==> src/rtl/vadd_float_rd_pkg.sv <==
// vadd_float_rd_pkg: shared state type and default geometry for the vadd_float read path
package vadd_float_rd_pkg;
  typedef enum logic [1:0] {IDLE, ISSUE, DRAIN, DONE} state_t;
  localparam int LP_BYTES_PER_BEAT = 64;
  localparam int LP_LOG_BYTES_PER_BEAT = 6;
  localparam int LP_BURST_BYTES = 4096;
  localparam int LP_LOG_BURST_LEN = 6;
endpackage

==> src/rtl/vadd_float_counter.sv <==
// vadd_float_counter: loadable up/down counter that never decrements below zero
module vadd_float_counter #(
  parameter int C_WIDTH = 4
) (
  input  logic               clk,
  input  logic               rst,
  input  logic               load,
  input  logic               incr,
  input  logic               decr,
  input  logic [C_WIDTH-1:0] load_value,
  output logic [C_WIDTH-1:0] count,
  output logic               is_zero
);
  logic dec;
  assign is_zero = count == '0;
  assign dec = decr & ~is_zero;
  always_ff @(posedge clk) begin
    if (rst) count <= '0;
    else if (load) count <= load_value;
    else if (incr & ~dec) count <= count + 1'b1;
    else if (dec & ~incr) count <= count - 1'b1;
  end
endmodule

==> src/rtl/vadd_float_rd_burst_ctrl.sv <==
// vadd_float_rd_burst_ctrl: splits a read command into AXI4 AR bursts with an outstanding-burst limit
module vadd_float_rd_burst_ctrl
  import vadd_float_rd_pkg::*;
#(
  parameter int C_ADDR_WIDTH = 64,
  parameter int C_DATA_WIDTH = 512,
  parameter int C_XFER_SIZE_WIDTH = 32,
  parameter int C_BURST_LEN = 64,
  parameter int C_MAX_OUTSTANDING = 16
) (
  input  logic                         clk,
  input  logic                         rst,
  input  logic                         ctrl_start,
  input  logic [C_ADDR_WIDTH-1:0]      ctrl_addr_offset,
  input  logic [C_XFER_SIZE_WIDTH-1:0] ctrl_xfer_size_in_bytes,
  output logic                         ctrl_busy,
  output logic                         ctrl_done,
  output logic                         m_axi_arvalid,
  input  logic                         m_axi_arready,
  output logic [C_ADDR_WIDTH-1:0]      m_axi_araddr,
  output logic [7:0]                   m_axi_arlen,
  input  logic                         m_axi_rvalid,
  input  logic                         m_axi_rready,
  input  logic                         m_axi_rlast
);
  localparam int W = C_XFER_SIZE_WIDTH;
  localparam int BEAT_B = C_DATA_WIDTH / 8;
  localparam int LOG_BEAT = $clog2(BEAT_B);
  localparam int LOG_LEN = $clog2(C_BURST_LEN);
  localparam int OW = $clog2(C_MAX_OUTSTANDING + 1);
  localparam logic [C_ADDR_WIDTH-1:0] BURST_STEP = C_ADDR_WIDTH'(BEAT_B * C_BURST_LEN);
  localparam logic [OW-1:0] MAX_OUT = OW'(C_MAX_OUTSTANDING);
  localparam logic [7:0] FULL_LEN = 8'(C_BURST_LEN - 1);
  localparam logic [W-1:0] LEN_MASK = W'(C_BURST_LEN - 1);
  state_t state, state_n;
  logic [W-1:0] beats, bursts, rem;
  logic [7:0] last_len;
  logic [OW-1:0] outst;
  logic out_zero, rem_zero, accept, ar_hs, r_hs, drained;
  assign beats = (ctrl_xfer_size_in_bytes >> LOG_BEAT) + W'(|ctrl_xfer_size_in_bytes[LOG_BEAT-1:0]);
  assign bursts = (beats >> LOG_LEN) + W'(|beats[LOG_LEN-1:0]);
  assign accept = state == IDLE && ctrl_start && |ctrl_xfer_size_in_bytes;
  assign ar_hs = m_axi_arvalid & m_axi_arready;
  assign r_hs = m_axi_rvalid & m_axi_rready & m_axi_rlast & (state != IDLE);
  assign drained = out_zero | (outst == OW'(1) && r_hs);
  assign m_axi_arvalid = state == ISSUE && outst != MAX_OUT;
  assign m_axi_arlen = rem == W'(1) ? last_len : (rem_zero ? 8'd0 : FULL_LEN);
  assign ctrl_busy = state == ISSUE || state == DRAIN;
  assign ctrl_done = state == DONE;
  always_comb begin
    state_n = state;
    unique case (state)
      IDLE:    state_n = ctrl_start ? (|ctrl_xfer_size_in_bytes ? ISSUE : DONE) : IDLE;
      ISSUE:   state_n = (ar_hs && rem == W'(1)) ? DRAIN : ISSUE;
      DRAIN:   state_n = drained ? DONE : DRAIN;
      default: state_n = IDLE;
    endcase
  end
  always_ff @(posedge clk) begin
    if (rst) begin
      state <= IDLE;
      m_axi_araddr <= '0;
      last_len <= '0;
    end else begin
      state <= state_n;
      if (accept) begin
        m_axi_araddr <= ctrl_addr_offset;
        last_len <= 8'((beats - 1'b1) & LEN_MASK);
      end else if (ar_hs) begin
        m_axi_araddr <= m_axi_araddr + BURST_STEP;
      end
    end
  end
  vadd_float_counter #(.C_WIDTH(OW)) u_outstanding (
    .clk(clk), .rst(rst), .load(1'b0), .incr(ar_hs), .decr(r_hs),
    .load_value('0), .count(outst), .is_zero(out_zero)
  );
  vadd_float_counter #(.C_WIDTH(W)) u_remaining (
    .clk(clk), .rst(rst), .load(accept), .incr(1'b0), .decr(ar_hs),
    .load_value(bursts), .count(rem), .is_zero(rem_zero)
  );
endmodule

==> config.mk <==
export PLATFORM = sky130hd
export DESIGN_NAME = vadd_float_rd_burst_ctrl
export DESIGN_NICKNAME = d
export VERILOG_FILES = /design/src/rtl/vadd_float_rd_pkg.sv /design/src/rtl/vadd_float_counter.sv /design/src/rtl/vadd_float_rd_burst_ctrl.sv
export SDC_FILE = /design/constraint.sdc
export NUM_CORES = 1
export LEC_CHECK = 0
export CAP_MARGIN = 20
export CELL_PAD_IN_SITES_DETAIL_PLACEMENT = 1
export CELL_PAD_IN_SITES_GLOBAL_PLACEMENT = 1
export CORE_ASPECT_RATIO = 1.75
export CORE_UTILIZATION = 35
export CTS_CLUSTER_SIZE = 12
export DETAILED_ROUTE_END_ITERATION = 8
export DONT_BUFFER_PORTS = 1
export GPL_TIMING_DRIVEN = 0
export PLACE_DENSITY = 0.74
export SLEW_MARGIN = 10
export SYNTH_ARGS = -nofsm -noshare
export SYNTH_HDL_FRONTEND = slang
export SYNTH_SLANG_ARGS = --single-unit
==> constraint.sdc <==
create_clock -name clk -period 4.5 [get_ports clk]
set_clock_uncertainty 0.15 [all_clocks]
set_input_delay 0.9 -clock clk [delete_from_list [all_inputs] [get_ports clk]]
set_output_delay 0.9 -clock clk [all_outputs]
set_load 0.05 [all_outputs]
==> reports/qor.yml, run 1 <==
outcome:
  status: "complete, but fails checks"
  violations: "design-rule violations"
worst_setup_path:
  cp.required_ns: 4.62
  slowest_delay_ns: 0.47
  crit_fanout: 10
  critPathSlowestCell: "or4_1"
  r2r_cells: 9
  path_cells: "nor4_1 -> nand2_2 -> ha_2 -> ha_1 -> and3_1 -> buf_2 -> and3_1 -> o21ai_0 -> ha_2 -> ha_1 -> o2111a_1 -> o2111ai_1 -> or4_1 -> o211ai_1"
  r2r_slack_ns: 0.75
  setup.worst_path.start_class: "primary input"
  reg2reg_to: "m_axi_araddr[63]$_SDFFE_PP0P_"
  crit_arrival_ns: 4.39
  critical_path_class: "primary input to flip-flop"
  r2r-start: "u_outstanding.count[0]$_SDFFE_PP0P_"
  worstSetupEndpointType: "flip-flop"
synth:
  ys.flop_type: "dfxtp_1"
  postSynthAreaPerCell_um2: 7.75
  yosys-top-cells-area: "dfxtp_1 (30%), xnor2_1 (6.9%), nor2_1 (6.5%), a211oi_1 (5.2%), xor2_1 (5.0%)"
  netlist_area_mm2: 0.00735
  synth.distinct_cells: 78
  synth-edff-count: 0
  synth-async-reset-ratio_pct: 0
  synth_area_leader_cell: "dfxtp_1"
  synth_commonest_cells: "nor2_1 (127), dfxtp_1 (109), nand2_1 (92)"
  yosysWarnings: 0
  synth_top_area_share_pct: 29.7
  yosysMostFrequentCell: "nor2_1"
  synthCells: 949
  ys_ff_latch: 109
  ys_seq_area_share_pct: 29.7
power_and_ir_drop:
  power_mw: 2.58
  leakage_nw: 2.61
  p_per_area_mw_per_mm2: 323
  ir_worst_vdd_v: 0.000169
grt:
  grt_use_met3_pct: 3.03
  grt_pass1_wl_mm: 39.4
  met2_usage_pct: 45.9
  grt_max_degree: 18
  antenna_found_initial: 0
  met1_usage_pct: 21.9
  grtUsageTotal_pct: 23.2
  busiest_layer: "met2"
  grt_overflow: 0
  grt_pass1_vias: 7544
floorplanning:
  die_area_mm2: 0.0216
  die_h_um: 194
  rows: 69
  io_pins: 178
  start_util_pct: 35.9
  die_x_um: 112
  fp.coreArea_mm2: 0.0205
placed_design:
  globalplace.congestion: 0.861
  numPortBuffers: 0
  placed_area_mm2: 0.00767
  dp_hpwl_mm: 20.0
cts:
  insertion_delay_ns: 0.35
  post-cts-setup-buffers: 0
  cts_inserted_buffers: 9
  root_buffer: "clkbuf_16"
  htree_num_levels: 3
  numClockSinks: 109
  clock_path_buffers: 2
  postCtsHoldBufs: 0
  path_clk_slew_ns: 0.07
  cts_tree: "yes"
timing:
  fin_tns_setup_ns: 0
  hold_violations: 0
  maxSlewHeadroom_pct: 31.9
  rsz0062_at_grt: "yes"
  finalSetupViolCount: 0
  drv_slew: 0
  clock.fmax_mhz: 234
  worst_pin_slew_ns: 1.02
  finalCritPeriodShare_pct: 94.9
  fin_crit_ns: 4.27
final_layout:
  fin_nets: 1081
  fill_cells: 2562
  area_growth_pct: 8.51
  multiInputGateArea_mm2: 0.00477
  drive_gt1_share_pct: 7.45
  finalInstanceArea_mm2: 0.00798
  seqCellArea_mm2: 0.00218
detailed_routing:
  drt_first_iter_violations: 339
  first_pass_iters: 6
  ant_nets: 0
  wire_per_inst_um: 20.6
  vias_per_cell: 5.95
  num_vias: 7225
  finalWirelength_mm: 25.0
  drc: 32
worst_hold_path:
  hold_end: "last_len[2]$_SDFFE_PP0P_"
  hold_depth: 2
  hold_path.class: "flip-flop to flip-flop"
  holdCritStartpoint: "last_len[2]$_SDFFE_PP0P_"
job:
  max-cap-violations: 0
[sequential cells by signal, summed over array words and instances (netlist names)]
name / cells
u_remaining.count: 32
last_len: 6
u_outstanding.count: 5
m_axi_araddr: 64
state: 2
[kinds of logic (layout without fill, tap and decap cells)]
| group | count (synthesis) | count (layout) | synth area share [%] |
|---|---|---|---|
| adder cells (fa/ha/maj) | 17 | 17 | 2.89 |
| XOR/XNOR | 100 | 100 | 11.9 |
| buffers and inverters | 85 | 101 | 5.60 |
| AO/OA/AOI/OAI | 185 | 185 | 18.3 |
| AND/OR/NAND/NOR | 451 | 451 | 31.5 |
| flip-flops | 109 | 109 | 29.7 |
| other | 1 | 3 | 0.0510 |
| multiplexers | 1 | 1 | 0.136 |
[stage by stage]
stage	hold slack (ns)	worst slack, ns	utilization (%)	instances
CTS	0.307	0.0782	39.0	1214
detailed placement	0.296	-0.409	37.5	1198
global route	0.342	-0.00427	39.0	1214
finish	0.309	0.229	39.0	1215
global placement	0.289	-0.370	37.5	1198
floorplan	0.282	0.319	-	950
[final cells by class]
class | instances | area share (%)
Clock buffer | 11 | 3.04
Multi-Input combinational cell | 756 | 59.8
Antenna cell | 1 | 0.0314
Clock inverter | 5 | 0.737
Inverter | 25 | 1.18
Tap cell | 248 | 3.89
Buffer | 60 | 3.98
Sequential cell | 109 | 27.3
[power breakdown]
part	internal (mW)	total, mW	switching, mW
logic	0.176	0.466	0.289
registers	1.04	1.29	0.251
clock network	0.449	0.824	0.375
[how the worst max path moves through the flow]
stage	cells past startpoint	startpoint	endpoint
final	14	ctrl_xfer_size_in_bytes[3]	u_remaining.count[18]$_SDFFE_PP0P_
after floorplan	14	ctrl_xfer_size_in_bytes[3]	u_remaining.count[17]$_SDFFE_PP0P_
after detailed placement	14	ctrl_xfer_size_in_bytes[3]	u_remaining.count[19]$_SDFFE_PP0P_
after global routing	14	ctrl_xfer_size_in_bytes[3]	u_remaining.count[19]$_SDFFE_PP0P_
after global placement	14	ctrl_xfer_size_in_bytes[3]	u_remaining.count[17]$_SDFFE_PP0P_
after CTS	14	ctrl_xfer_size_in_bytes[3]	u_remaining.count[19]$_SDFFE_PP0P_
[critical path: cells and delay by family]
family / cells / cell delay, ns
AO/OA/AOI/OAI: 4 / 0.79
adder cells (fa/ha/maj): 4 / 1.08
buffers and inverters: 1 / 0.21
AND/OR/NAND/NOR: 5 / 1.42
[cell usage in the layout, fill, tap and decap left out, drive strengths merged, types with 30 or more instances in the layout]
master / count
a211oi: 51
nand3: 50
buf: 32
nor3: 42
xnor2: 58
nor2: 128
nand2: 92
dfxtp: 109
xor2: 42
a21oi: 32
nand4: 34
clkbuf: 39
nor4: 30
[routing by layer]
layer / up-vias / routed length (µm)
li1: 3482 / -
met1: 3487 / 8810
met2: 192 / 13700
met3: 64 / 1010
met4: 0 / 1420
met5: - / 0
[repair_timing]
item | CTS | global route
gates resized for setup | 1 | 4
cloned | 0 | 0
endpoints found under the setup margin | 3 | 8
(Power assumes the default switching activity.)
==> inputs of run 2 (changes only) <==
Clock period 4.5 ns to 5.4 ns, I/O delays scaled along.
==> run 2 against run 1 <==
Effect of this change: clock-buffer cell count did not move; the run still ends with design-rule violations left; sequential power is 17% lower; routed wire length about the same; register-to-register slack improved by 0.89 ns; cell area hardly changed; critical endpoint is now u_remaining.count[19]$_SDFFE_PP0P_.
==> reports/qor.yml, run 2 (same netlist as run 1, synthesis figures left out) <==
final_layout:
  drive_gt1_share_pct: 7.14
  layout_commonest_cell: "nor2_1"
  fill_cells: 2564
  reg.largest.list: "m_axi_araddr x64, u_remaining.count x32, last_len x6"
  final_cell_mix: "nor2_1 (127), dfxtp_1 (109), nand2_1 (92)"
  fin_nets: 1081
  area_growth_pct: 8.40
  largest_register_ffs: 64
  regMostFlops: "m_axi_araddr"
  instances_no_fill: 1215
cts:
  cts.repair.resized: 0
  insertion_delay_ns: 0.35
  root_buffer: "clkbuf_16"
  htree_num_levels: 3
  path_clk_slew_ns: 0.07
  cts_inserted_buffers: 9
  numClockSinks: 109
  postCtsHoldBufs: 0
  post-cts-setup-buffers: 0
  clock_path_buffers: 2
  cts_tree: "yes"
placed_design:
  globalplace.congestion: 0.861
  dp_hpwl_mm: 20.0
  placed_cells: 1198
  numPortBuffers: 0
grt:
  grt_pass1_vias: 7544
  grt_pass1_wl_mm: 39.4
  grt_overflow: 0
  grtUsageTotal_pct: 23.2
  grt_max_degree: 18
  antenna_found_initial: 0
power_and_ir_drop:
  leakage_nw: 2.61
  p_per_area_mw_per_mm2: 269
  ir_worst_vdd_v: 0.000141
floorplanning:
  start_util_pct: 35.9
  fp.coreArea_mm2: 0.0205
  io_pins: 178
  die_x_um: 112
  rows: 69
  die_area_mm2: 0.0216
  die_h_um: 194
detailed_routing:
  drt_first_iter_violations: 335
  finalWirelength_mm: 25.0
  num_vias: 7233
  drc: 32
  vias_per_cell: 5.95
  wire_per_inst_um: 20.6
  ant_nets: 0
  first_pass_iters: 6
worst_setup_path:
  worstSetupEndpointType: "flip-flop"
  cp-endpoint: "u_remaining.count[19]$_SDFFE_PP0P_"
  reg2reg_to: "m_axi_araddr[63]$_SDFFE_PP0P_"
  crit_arrival_ns: 4.75
  crit_fanout: 10
  critical_path_class: "primary input to flip-flop"
  crit_path_start: "ctrl_xfer_size_in_bytes[3]"
  r2r-start: "u_outstanding.count[0]$_SDFFE_PP0P_"
  r2r_slack_ns: 1.64
  setup.worst_path.start_class: "primary input"
  cp.required_ns: 5.46
  r2r_cells: 9
timing:
  worst_pin_slew_ns: 1.01
  maxSlewHeadroom_pct: 32.1
  finalCritPeriodShare_pct: 86.8
  clock.fmax_mhz: 213
  fin_crit_ns: 4.68
  finalSetupViolCount: 0
  rsz0062_at_grt: "no"
  hold_violations: 0
  fin_tns_setup_ns: 0
  drv_slew: 0
worst_hold_path:
  hold_path.class: "flip-flop to flip-flop"
outcome:
  violations: "design-rule violations"
  status: "complete, but fails checks"
job:
  max-cap-violations: 0
[run 2: changes by cell type in the layout (fill, tap and decap cells not counted)]
cell | previous run | this run
nand2_1 | 91 | 92
o311ai_0 | 2 | 4
ha_2 | 2 | 0
o311ai_1 | 3 | 1
ha_1 | 15 | 17
nand2_2 | 1 | 0
[run 2: metrics by stage]
| stage | total power, mW | utilization (%) | instance area, µm² | hold slack, ns | worst slack (ns) |
|---|---|---|---|---|---|
| 2_1_floorplan | 1.37 | - | 7360 | 0.282 | 1.04 |
| 3_3_place_gp | 1.47 | 37.5 | 7670 | 0.289 | 0.350 |
| 3_5_place_dp | 1.48 | 37.5 | 7670 | 0.296 | 0.311 |
| 4_1_cts | 2.17 | 39.0 | 7970 | 0.307 | 0.697 |
| 5_1_grt | 2.24 | 39.0 | 7970 | 0.342 | 0.346 |
| 6_report | 2.15 | 39.0 | 7970 | 0.308 | 0.715 |
[run 2: worst min-delay path by stage]
stage                             start                        to  slack, ns  cells past startpoint
2_1_floorplan  last_len[2]$_SDFFE_PP0P_  last_len[2]$_SDFFE_PP0P_       0.28                      2
3_3_place_gp   last_len[5]$_SDFFE_PP0P_  last_len[5]$_SDFFE_PP0P_       0.29                      2
3_5_place_dp   last_len[2]$_SDFFE_PP0P_  last_len[2]$_SDFFE_PP0P_       0.30                      2
4_1_cts        last_len[2]$_SDFFE_PP0P_  last_len[2]$_SDFFE_PP0P_       0.31                      2
5_1_grt        last_len[3]$_SDFFE_PP0P_  last_len[3]$_SDFFE_PP0P_       0.34                      2
6_report       last_len[2]$_SDFFE_PP0P_  last_len[2]$_SDFFE_PP0P_       0.31                      2
[run 2: worst max-delay path: stages]
cell,delay [ns]
nor4_1,0.25
nand2_1,0.27
ha_1,0.41
ha_1,0.32
and3_1,0.23
buf_2,0.21
and3_1,0.20
o21ai_0,0.17
ha_1,0.35
o211a_1,0.26
o211ai_1,0.10
or3_4,0.39
o311ai_0,0.34
o221ai_1,0.17
[run 2: cell type report]
class	instances	area (µm²)	area share (%)
clock inverter	5	58.8	0.738
inverter	25	93.8	1.18
antenna	1	2.50	0.0314
buffer	60	318	3.99
multi-input combinational	756	4760	59.8
clock buffer	11	243	3.04
tap	248	310	3.89
sequential	109	2180	27.4
[run 2: metal layers]
layer  wire, µm  track usage [%]  vias up  share of wire, %
met5          0                0        -                 0
met4       1420             14.5        0               5.7
met3       1020             3.03       63               4.1
met2      13700             45.9      193                55
met1       8800             21.9     3497                35
li1           -                -     3480                 -
[run 2: report_power, final]
group | internal [mW] | switching, mW
Clock | 0.374 | 0.313
Combinational | 0.146 | 0.241
Sequential | 0.864 | 0.209
